===== config.mk =====
export PLATFORM = sky130hd
export DESIGN_NAME = key_entry_16bit
export DESIGN_NICKNAME = d
export VERILOG_FILES = /design/src/rtl/key_entry_16bit.sv
export SDC_FILE = /design/constraint.sdc
export NUM_CORES = 1
export LEC_CHECK = 0
export ABC_AREA = 1
export CAP_MARGIN = 20
export CORE_UTILIZATION = 25
export DETAILED_ROUTE_END_ITERATION = 6
export SETUP_SLACK_MARGIN = 0.5
export SLEW_MARGIN = 20
export SYNTH_ARGS = -nofsm -noshare
export SYNTH_HDL_FRONTEND = slang
export SYNTH_SLANG_ARGS = --single-unit

===== constraint.sdc =====
create_clock -name clk -period 1.18 [get_ports clk]
set_input_delay 0.236 -clock clk [delete_from_list [all_inputs] [get_ports clk]]
set_output_delay 0.236 -clock clk [all_outputs]
set_load 0.02 [all_outputs]

===== src/rtl/key_entry_16bit.sv =====
// Front-panel key entry: debounces three active-low buttons, assembles a 4-digit
// hex operand from SW[3:0] and hands it to the CPU over a valid/ready handshake.
module key_entry_16bit #(
  parameter int DEBOUNCE_CYCLES = 50000
) (
  input  logic        clk,
  input  logic        rst,
  input  logic [2:0]  key_n,
  input  logic [3:0]  sw,
  output logic [15:0] entry_value,
  output logic [2:0]  digit_count,
  output logic [15:0] data_out,
  output logic        data_valid,
  input  logic        data_ready,
  output logic        busy
);

  localparam int CNT_W = (DEBOUNCE_CYCLES > 2) ? $clog2(DEBOUNCE_CYCLES) : 1;
  localparam logic [CNT_W-1:0] CNT_MAX = CNT_W'(DEBOUNCE_CYCLES - 1);

  typedef enum logic {ENTRY, HOLD} state_t;

  logic [2:0]       key_sync_p0, key_sync_p1;
  logic [2:0]       key_stable, key_stable_nxt, key_evt;
  logic [CNT_W-1:0] db_cnt [3];
  logic [CNT_W-1:0] db_cnt_nxt [3];

  state_t      state, state_nxt;
  logic [15:0] entry_nxt, dout_nxt;
  logic [2:0]  count_nxt;
  logic        valid_nxt;
  logic        shift_evt, clear_evt, commit_evt;

  // Debounce: a level change is accepted only after CNT_MAX+1 consecutive differing samples
  always_comb begin
    for (int k = 0; k < 3; k++) begin
      key_stable_nxt[k] = key_stable[k];
      db_cnt_nxt[k]     = '0;
      if (key_sync_p1[k] != key_stable[k]) begin
        if (db_cnt[k] == CNT_MAX) key_stable_nxt[k] = key_sync_p1[k];
        else                      db_cnt_nxt[k]     = db_cnt[k] + 1'b1;
      end
    end
  end

  // Stage p0/p1: two-flop synchroniser, then debounced level and press pulse
  always_ff @(posedge clk or negedge rst) begin
    if (!rst) begin
      key_sync_p0 <= 3'b111;
      key_sync_p1 <= 3'b111;
      key_stable  <= 3'b111;
      key_evt     <= 3'b000;
      for (int k = 0; k < 3; k++) db_cnt[k] <= '0;
    end else begin
      key_sync_p0 <= key_n;
      key_sync_p1 <= key_sync_p0;
      key_stable  <= key_stable_nxt;
      key_evt     <= key_stable & ~key_stable_nxt;
      for (int k = 0; k < 3; k++) db_cnt[k] <= db_cnt_nxt[k];
    end
  end

  assign shift_evt  = key_evt[0];
  assign clear_evt  = key_evt[1];
  assign commit_evt = key_evt[2];

  always_comb begin
    state_nxt = state;
    entry_nxt = entry_value;
    count_nxt = digit_count;
    dout_nxt  = data_out;
    valid_nxt = data_valid;
    case (state)
      ENTRY: begin
        if (clear_evt) begin
          entry_nxt = '0;
          count_nxt = '0;
        end else if (commit_evt) begin
          if (digit_count != 3'd0) begin
            dout_nxt  = entry_value;
            valid_nxt = 1'b1;
            state_nxt = HOLD;
          end
        end else if (shift_evt && digit_count < 3'd4) begin
          entry_nxt = {entry_value[11:0], sw};
          count_nxt = digit_count + 3'd1;
        end
      end
      HOLD: begin
        // Handover takes precedence; any key event in the accept cycle is dropped
        if (data_valid && data_ready) begin
          valid_nxt = 1'b0;
          entry_nxt = '0;
          count_nxt = '0;
          state_nxt = ENTRY;
        end else if (clear_evt) begin
          entry_nxt = '0;
          count_nxt = '0;
        end
      end
      default: state_nxt = ENTRY;
    endcase
  end

  always_ff @(posedge clk or negedge rst) begin
    if (!rst) begin
      state       <= ENTRY;
      entry_value <= '0;
      digit_count <= '0;
      data_out    <= '0;
      data_valid  <= 1'b0;
    end else begin
      state       <= state_nxt;
      entry_value <= entry_nxt;
      digit_count <= count_nxt;
      data_out    <= dout_nxt;
      data_valid  <= valid_nxt;
    end
  end

  assign busy = (state == HOLD);

endmodule


==> results of run 1 <==
==> critical path, stage by stage (launching register included) <==
cell       delay [ns]
dfrtp_2          0.43
inv_2            0.10
ha_4             0.13
inv_2            0.04
o211ai_4         0.19
buf_12           0.16
clkbuf_16        0.15
nand2_1          0.06
o21ai_1          0.09
==> metal layers <==
layer / track usage, % / vias up / share of wire (%)
met5: 0 / - / 0
met4: 4.35 / 0 / 1.7
met3: 1.88 / 22 / 2.5
met2: 22.0 / 72 / 51
met1: 17.1 / 2042 / 45
li1: - / 2077 / -
==> layout by cell type (no fill, tap or decap), drive strengths merged <==
| cell type | n |
|---|---|
| a21oi | 10 |
| buf | 153 |
| clkbuf | 14 |
| clkdlybuf4s50 | 8 |
| clkinv | 4 |
| dfrtp | 88 |
| dfstp | 9 |
| dlygate4sd3 | 1 |
| ha | 5 |
| inv | 78 |
| nand2 | 142 |
| nand3 | 35 |
| nand3b | 1 |
| nand4 | 1 |
| nor2 | 101 |
| nor3 | 11 |
| nor3b | 3 |
| o211ai | 1 |
| o21ai | 40 |
| o21bai | 5 |
| or2 | 2 |
| xnor2 | 4 |
| xor2 | 18 |
==> stage by stage <==
step,instances,cell area [sq um]
CTS,940,7180
global placement,890,6070
global route,963,7860
finish,963,7860
detailed placement,890,6070
floorplan,555,4840
==> final timing paths <==
kind	endpoint	slack [ns]
max in group asynchronous	key_sync_p1[0]	0.26
setup reg to reg	data_out[0]	-0.26
hold / removal	key_sync_p0[2]	0.29
hold reg to reg	key_sync_p1[1]	0.36
min in group asynchronous	key_sync_p0[1]	0.60
setup / recovery	data_out[0]	-0.26
==> layout make-up <==
cell class              instances  area, sq um  area share [%]
multi-input cells             379         2800            35.7
repair buffers                167         1690            21.6
well taps                     229          287            3.64
flip-flops and latches         97         2460            31.3
inverters                      75          312            3.96
clock inverters                 7         81.3            1.03
clock buffers                   9          225            2.86
==> power groups by stage <==
stage | Sequential [mW] | Combinational (mW) | Clock [mW]
floorplan | 3.52 | 0.157 | 0
global placement | 3.49 | 0.427 | 0
detailed placement | 3.49 | 0.427 | 0
CTS | 3.44 | 0.557 | 3.04
global route | 3.45 | 0.701 | 3.18
finish | 3.44 | 0.642 | 3.00
==> repair_timing <==
item / 4_1_cts / 5_1_grt
setup endpoints to repair: 128 / 224
gates cloned: 3 / 6
hold endpoints to repair: 89 / 89
gates resized for setup: 359 / 121
hold buffers: 1 / 1
pin swaps: 49 / 50
setup buffers: 30 / 17
==> sequential cells by signal, indices dropped and copies added, names as in the netlist <==
signal / flops
db_cnt: 48
data_out: 16
entry_value: 16
digit_count: 3
key_evt: 3
key_stable: 3
key_sync_p0: 3
key_sync_p1: 3
busy: 1
data_valid: 1
==> cell usage after synthesis (2+ instances only) <==
cell | n | area share (%)
a21oi_1 | 10 | 1.1
buf_2 | 2 | 0.22
buf_6 | 2 | 0.49
dfrtp_1 | 88 | 48
dfstp_2 | 9 | 5.1
ha_1 | 5 | 1.4
inv_1 | 74 | 6.0
nand2_1 | 137 | 11
nand2_2 | 3 | 0.41
nand3_1 | 34 | 3.7
nor2_1 | 99 | 8.1
nor2_2 | 2 | 0.27
nor3_1 | 8 | 0.87
nor3_2 | 2 | 0.43
nor3b_1 | 3 | 0.49
o21ai_0 | 20 | 2.2
o21ai_1 | 9 | 0.98
o21ai_2 | 11 | 2.1
o21bai_1 | 5 | 0.81
xnor2_1 | 4 | 0.76
xor2_1 | 17 | 3.2
==> cells by family (layout without fill, tap and decap cells) <==
logic type | Yosys count | in the layout | share of synthesized area (%)
and+or+nand+nor | 295 | 296 | 27.0
AOI/OAI and AO/OA | 56 | 56 | 7.41
adders and majority gates | 5 | 5 | 1.36
buffers and inverters | 80 | 258 | 6.97
DFF | 97 | 97 | 52.9
xor gates and xnor gates | 22 | 22 | 4.34
==> metrics.md, run 1 <==
| Metric | Value |
|---|---|
| Fin Setup TNS | -8.01 ns |
| N_diodes | 0 |
| CORE AREA | 18000 sq um |
| Clock sink total | 97 |
| Final HPWL DP | 7.30 mm |
| Worst Max-Slew Pin Slew | 0.368 ns |
| Synth warn | 0 |
| Die Y-Extent | 138 um |
| Min-delay src | key_n[2] |
| Setup WS post-layout | -0.261 ns |
| # Max-Cap Violations | 0 |
| Crit path arrival time | approximately 1.7 ns |
| Share of cells above drive strength 1 | 55.0% |
| Total power draw | 7.09 mW |
| Clock group share of total power | 42.4% |
| Initial antenna violation count | 0 |
| DRT Pass-1 Iters | 4 |
| GRT overflow | 0 |
| Clock Latency Late Sink | 0.35 ns |
| Htree depth | 3 |
| Achievable Freq | 694 MHz |
| Unrepaired setup endpoints after global routing | true |
| Post-synth EDFFs | 0 |
| Post-Synthesis Cell Area | 4610 sq um |
| Seq pwr share | about half |
| Crit start category | flop |
| Post-layout util | ~44% |
| Crit. Startpoint | digit_count[0] |
| Post-Syn Area per Cell | 8.31 sq um |
| Reg2Reg Depth | 8 |
| Vias per std cell | 4.37 |
| Port bufs | 46 |
| Largest net degree at the start of global routing | 53 |
| Top Ports | between 40 and 50 |
| Outcome | complete, but fails checks |
| Cell chosen for the clock root | clkbuf_16 |
| Vias | 4213 |
| Critical path class | reg2reg |
| Fill cell count | 1680 |
| Die ar. | roughly 19000 sq um |
| R2r startpoint | digit_count[0] |
| CTS tree | built |
| PD cells | 902 nW/um^2 |
| Clock Skews | around 0.011 ns |
| Cell variety after synth | 32 |
| Vias in the first global route | a little over 4k |
| Post-route clock period utilization | 122% |
| Routed Antenna Nets | 0 |
| Type of the most critical hold path | in2reg |
| Max Transition Viols Final | 0 |
| Post-synthesis sequential area ratio | 52.9% |
| Hold Path Stages | 1 |
| Hold slack | a little under 0.3 ns |
| Wire length per cell | around 14 um |
| Post-synth net total | 570 |
| Asr flop ratio synth | 100% |
| P_int | approximately 5.2 mW |
| Final Hold Viols | 0 |
| Drt initial violations | 165 |
| Crit. End Element | flop |
| All-Layer GR Usage | between 10% and 20% |
| Die width | 138 um |
| First-pass GRT wire length | 19.6 mm |
| Layout Nets | ~740 |
| Initial Util | roughly 26% |
| Net switching power | between 1.5 and 2 mW |
| Setup violators final | 76 |
| Placer Congestion | 0.813 |
| Synthesized netlist cell count | 555 |
| Pre-CTS worst setup slack | -0.357 ns |
| Synth Flop Type | dfrtp_1 |
| TritonCTS Buffers | 9 |
| Power share of the combinational group | a little under a tenth |
| DR DRC count | 0 |
| Slew HR | 75.4% |
| Period minus WS final | 1.44 ns |
| Max VDD drop | around 0.82 mV |
| Leakage | around 3.7 nW |
| P&R area growth vs syn | 70.5% |
| CTS clk-pin slew, worst paths | 0.08 ns |
| CP Data Required Time | roughly 1.5 ns |
| Drt total wl | ~13 mm |
| Failing checks | negative setup slack |
| Row count | 49 |
| Net Sw Frac | 26.7% |
| CP Max Fanout | 8 |
| Yosys reg bits | 97 |
| Clock Path Buffers | 2 |
No activity file was read; power rests on OpenSTA's default activity.
==> run 2, diff against run 1 <==
==> constraint.sdc (replaced) <==
create_clock -name clk -period 1.18 [get_ports clk]
set_input_delay 0.236 -clock clk [delete_from_list [all_inputs] [get_ports clk]]
set_output_delay 0.236 -clock clk [all_outputs]
set_load 0.01 [all_outputs]
==> run 2 against run 1 <==
Compared with the run above:
- the run ends with negative hold slack, negative setup slack left
- sequential share of layout area rose by 0.38 points
- routed wire length fell by 5.1%
- total power fell by 0.63%
- clock skew rose by 0.0023 ns
- non-clock buffer count rose by 9
- highest routed layer unchanged
==> metrics.md, run 2 (synthesis results as in run 1) <==
| Metric | Value |
|---|---|
| Clock group share of total power | 41.5% |
| Vias per std cell | 4.30 |
| Die Y-Extent | 138 um |
| Hold slack | -0.134 ns |
| Largest net degree at the start of global routing | 59 |
| CP Max Fanout | 2 |
| CP Buf/Inv Count | 3 |
| Net Sw Frac | approximately a quarter |
| # Max-Cap Violations | 0 |
| P_int | about 5.2 mW |
| Outcome | complete, but fails checks |
| Clock Skews | 0.0133 ns |
| Design Area, Final | 7760 sq um |
| CTS clk-pin slew, worst paths | 0.08 ns |
| Slew HR | approximately four fifths |
| Post-route clock period utilization | 116% |
| Final Hold Viols | 88 |
| Dpl cell area | 6180 sq um |
| Clock sink total | 97 |
| Power share of the combinational group | 9.5% |
| Routed Antenna Nets | 0 |
| Clock Path Buffers | 2 |
| Critical path class | reg2out |
| CORE AREA | 18000 sq um |
| Die width | approximately 140 um |
| Crit path arrival time | 1.13 ns |
| GRT overflow | 0 |
| Setup WS post-layout | -0.190 ns |
| PD cells | 907 nW/um^2 |
| Setup violators final | between 80 and 90 |
| Drt initial violations | 144 |
| Share of cells above drive strength 1 | 54.4% |
| Largest delay contributor family on the critical path | flip-flops |
| Commonest non-fill, non-tap cells in the layout | 90 x buf_4, 84 x nand2_1, 72 x dfrtp_1, 58 x inv_1, 54 x nor2_1 |
| Top Ports | 47 |
| Seq pwr share | 48.9% |
| Non-filler cells, final | about 1000 |
| Max Transition Viols Final | 0 |
| Worst Max-Slew Pin Slew | 0.323 ns |
| Initial Util | roughly 26% |
| DR DRC count | 0 |
| Max VDD drop | 0.741 mV |
| Regs by FF count | db_cnt (48), data_out (16), entry_value (16) |
| Die ar. | 19000 sq um |
| Largest register FFs | 48 |
| CTS tree | built |
| Layout Nets | 753 |
| Most used cell, CP | buf_6 |
| Initial antenna violation count | 0 |
| Vias in the first global route | 4160 |
| Type of the most critical hold path | in2async |
| Unrepaired setup endpoints after global routing | true |
| Clock Latency Late Sink | 0.36 ns |
| Crit. End Element | output port |
| P&R area growth vs syn | 68.4% |
| CP Data Required Time | 0.94 ns |
| DRT Pass-1 Iters | 4 |
| Crit start category | flop |
| N_diodes | 0 |
| Commonest non-fill, non-tap cell in the layout | buf_4 |
| Row count | 49 |
| Port bufs | 46 |
| Placed Cells incl. Taps | 903 |
| Slowest-stage cell, CP | dfrtp_1 |
| Placer Congestion | 0.817 |
| Fin Setup TNS | -8.77 ns |
| Period minus WS final | 1.37 ns |
| Final HPWL DP | 7.56 mm |
| Htree depth | 3 |
| Net switching power | 1.83 mW |
| Largest Register | db_cnt |
| Critical path's largest stage delay | 0.40 ns |
| Drt total wl | 12.4 mm |
| Failing checks | negative hold slack, negative setup slack |
| Leakage | around 3.6 nW |
| Wire length per cell | 12.7 um |
| Vias | 4180 |
| First-pass GRT wire length | 19.7 mm |
| Cell chosen for the clock root | clkbuf_16 |
| All-Layer GR Usage | around 14% |
| CP cell instances | buf_4, buf_6, buf_6 |
| Fill cell count | 1734 |
| TritonCTS Buffers | 9 |
| Achievable Freq | 730 MHz |
[run 2: cell count changes in the layout (fill, tap and decap cells not counted), moves of 5 or more]
cell     delta
buf_2      +29
buf_6      -27
nand2_4    -14
nor2_2     -11
nor2_4      +9
buf_4       +7
nand2_2     +7
buf_12      +5
[run 2: layer usage]
metal / vias up / global-route usage [%] / wire [um]
li1: 2090 / - / -
met1: 2023 / 16.8 / 5520
met2: 51 / 22.9 / 6370
met3: 16 / 2.32 / 277
met4: 0 / 5.98 / 216
met5: - / 0 / 0
[run 2: cell type report]
cell class	count	area (sq um)	share of cell area (%)
Clock inverter	6	57.6	0.741
Sequential cell	97	2460	31.7
Timing Repair Buffer	176	1580	20.4
Tap cell	229	287	3.69
Clock buffer	10	229	2.95
Inverter	75	314	4.05
Multi-Input combinational cell	379	2830	36.5
[run 2: power by group through the flow]
stage | combinational (mW) | sequential [mW] | clock (mW)
2_1_floorplan | 0.156 | 3.51 | 0
3_3_place_gp | 0.441 | 3.50 | 0
3_5_place_dp | 0.446 | 3.50 | 0
4_1_cts | 0.590 | 3.44 | 3.01
5_1_grt | 0.730 | 3.45 | 3.14
6_report | 0.671 | 3.45 | 2.92
[run 2: stage by stage]
stage	power (mW)	utilization (%)	setup WS, ns
after floorplan	3.66	-	-0.0727
after global placement	3.94	34.3	-0.200
after detailed placement	3.94	34.3	-0.233
after CTS	7.04	39.3	-0.190
after global routing	7.33	43.1	-0.271
final	7.04	43.1	-0.190
[run 2: final timing paths]
kind                       slack [ns]            from             end  depth (start not counted)
setup / recovery                -0.19  digit_count[1]  digit_count[1]                          3
hold / removal                  -0.13             rst     data_out[0]                          2
setup reg to reg                -0.17  digit_count[1]     data_out[0]                          8
hold reg to reg                  0.35  key_sync_p0[0]  key_sync_p1[0]                          0
max in group asynchronous        0.98             rst  key_sync_p0[0]                          2
min in group clk                 0.28        key_n[1]  key_sync_p0[1]                          1
[run 2: timing repair]
action | CTS | global route
endpoints found under the setup margin | 128 | 128
gates resized for setup | 278 | 135
gates cloned | 4 | 0
endpoints found under the hold margin | 88 | 88
pin swaps | 41 | 55
setup buffers | 28 | 21
==> run 3, diff against run 2 <==
- DONT_BUFFER_PORTS: not set -> 1
==> run 3 against run 2 <==
Compared with the run above:
- the flow still finishes with violations (negative hold slack, negative setup slack)
- worst hold slack lost 0.28 ns
- via count fell by 9.7%
- routed wire length is 14% lower
- flip-flop and latch count is the same
- combinational power is 29% lower
- register-to-register slack improved by 0.06 ns
- clock power fell by 4%
- largest cell class unchanged
==> metrics.md, run 3 (synthesis results as in run 1) <==
| Metric | Value |
|---|---|
| Drt initial violations | 194 |
| Crit path arrival time | between 1.5 and 2 ns |
| Worst Max-Slew Pin Slew | 0.274 ns |
| Max Transition Viols Final | 0 |
| Critical path's largest stage delay | 0.42 ns |
| Drt total wl | 10.7 mm |
| Setup WS post-layout | -0.111 ns |
| Die width | 138 um |
| Final Hold Viols | 97 |
| CTS clk-pin slew, worst paths | 0.07 ns |
| Slew HR | 81.7% |
| Row count | 49 |
| Leakage | 2.93 nW |
| Final HPWL DP | around 7.2 mm |
| Wire length per cell | 12.0 um |
| Crit start category | flop |
| Post-layout util | a little under two fifths |
| P_int | 5.07 mW |
| Top Ports | 47 |
| CORE AREA | 18000 sq um |
| Fill cell count | between 1.5k and 2k |
| Die ar. | 19000 sq um |
| Share of cells above drive strength 1 | 44.3% |
| Hold_buf cts | 3 |
| Post-route clock period utilization | 109% |
| Power share of the combinational group | 7.1% |
| Pre-CTS worst setup slack | -0.107 ns |
| All-Layer GR Usage | between 10% and 20% |
| Clock Path Buffers | 2 |
| Largest delay contributor family on the critical path | simple AND/OR/NAND/NOR gates |
| Total power draw | 6.72 mW |
| # Max-Cap Violations | 0 |
| Placer Congestion | 0.814 |
| Vias | 3776 |
| Port bufs | 0 |
| PD cells | 990 nW/um^2 |
| Max VDD drop | 0.769 mV |
| Commonest non-fill, non-tap cells in the layout | 103 x nand2_1, 67 x dfrtp_1, 61 x nor2_1, 60 x buf_4, 59 x inv_1 |
| Type of the most critical hold path | in2async |
| Critical path class | reg2reg |
| P&R area growth vs syn | 47.1% |
| Vias per std cell | between 4 and 5 |
| CP Max Fanout | 7 |
| DR DRC count | 0 |
| Slowest-stage cell, CP | dfrtp_1 |
| Outcome | complete, but fails checks |
| Period minus WS final | 1.29 ns |
| Seq pwr share | 51.4% |
| CTS tree | built |
| Most used cell, CP | nand3_4 |
| CP cell instances | ha_4, nand3_4, nor2_4, nand3_4, nand2_8, nor2_1 |
| Clock Skews | 0.0117 ns |
| Dpl cell area | 5630 sq um |
| Initial antenna violation count | 0 |
| Clock sink total | 97 |
| Cell chosen for the clock root | clkbuf_16 |
| TritonCTS Buffers | 9 |
| Largest net degree at the start of global routing | between 90 and 100 |
| Failing checks | negative hold slack, negative setup slack |
| N_diodes | 0 |
| Setup violators final | 78 |
| Crit. End Element | flop |
| GRT overflow | 0 |
| Die Y-Extent | around 140 um |
| Clock Latency Late Sink | 0.35 ns |
| Net Sw Frac | 24.5% |
| Design Area, Final | 6780 sq um |
| Largest Register | db_cnt |
| Hold slack | -0.409 ns |
| Achievable Freq | a little under 800 MHz |
| Routed Antenna Nets | 0 |
| CP Buf/Inv Count | 0 |
| Largest register FFs | 48 |
| DRT Pass-1 Iters | 5 |
| Regs by FF count | db_cnt (48), data_out (16), entry_value (16) |
| Commonest non-fill, non-tap cell in the layout | nand2_1 |
| Htree depth | 3 |
| Layout Nets | between 600 and 700 |
| Clock group share of total power | 41.6% |
| First-pass GRT wire length | 18.4 mm |
| Initial Util | between 20% and 30% |
| Net switching power | 1.64 mW |
| CP Data Required Time | 1.42 ns |
| Unrepaired setup endpoints after global routing | true |
| Vias in the first global route | 3776 |
==> run 3: cell types whose count changed in the layout (fill, tap and decap cells not counted), sizes merged, moves of 2 or more <==
cell	before	now
dlygate4sd3	0	3
buf	166	91
clkinv	1	6
clkbuf	11	9
inv	80	76
clkdlybuf4s50	8	0
==> run 3: timing repair <==
action	CTS	global route
setup buffers	14	8
pin swaps	45	34
hold endpoints to repair	100	97
setup endpoints to repair	128	128
resized for setup	127	63
cloned	2	0
==> run 3: per-stage QoR <==
stage / TNS, ns / std cells
floorplan: -2.12 / 555
global placement: -3.18 / 848
detailed placement: -3.81 / 848
CTS: -3.06 / 883
global route: -9.77 / 891
finish: -4.01 / 891
==> run 3: routing by layer <==
layer | share of wire (%) | global-route usage, % | wire length [um]
met1 | 47 | 15.8 | 4980
met2 | 49 | 21.0 | 5190
met3 | 2.7 | 2.87 | 291
met4 | 2.0 | 5.13 | 214
met5 | 0 | 0 | 0
==> run 3: layout make-up <==
cell class	count	area, sq um	share of cell area, %
Sequential cell	97	2460	36.3
Timing Repair inverter	1	7.51	0.111
Clock inverter	7	52.6	0.775
Tap cell	229	287	4.22
Clock buffer	9	225	3.32
Multi-Input combinational cell	379	2570	37.8
Timing Repair Buffer	94	865	12.7
Inverter	75	317	4.67
==> run 3: final timing paths <==
kind | start | endpoint | slack [ns] | cells after the start
hold / removal | rst | db_cnt[21] | -0.41 | 0
setup / recovery | db_cnt[16] | db_cnt[16] | -0.11 | 6
setup reg to reg | db_cnt[16] | db_cnt[16] | -0.11 | 6
max in group asynchronous | rst | key_sync_p1[0] | 1.30 | 0
hold reg to reg | key_sync_p0[1] | key_sync_p1[1] | 0.36 | 0
min in group clk | sw[2] | entry_value[2] | 0.01 | 2
==> run 3: power groups by stage <==
stage	Combinational (mW)	Sequential (mW)	Clock, mW
6_report	0.474	3.45	2.79
5_1_grt	0.514	3.45	3.03
4_1_cts	0.422	3.44	2.89
3_5_place_dp	0.298	3.49	0
3_3_place_gp	0.294	3.49	0
2_1_floorplan	0.156	3.51	0
==> run 3: worst reg2reg max path: cells and delay by family (launching register included) <==
kind,cells,cell delay (ns)
simple gates,5,0.59
fa+ha+maj,1,0.18
flops,1,0.42
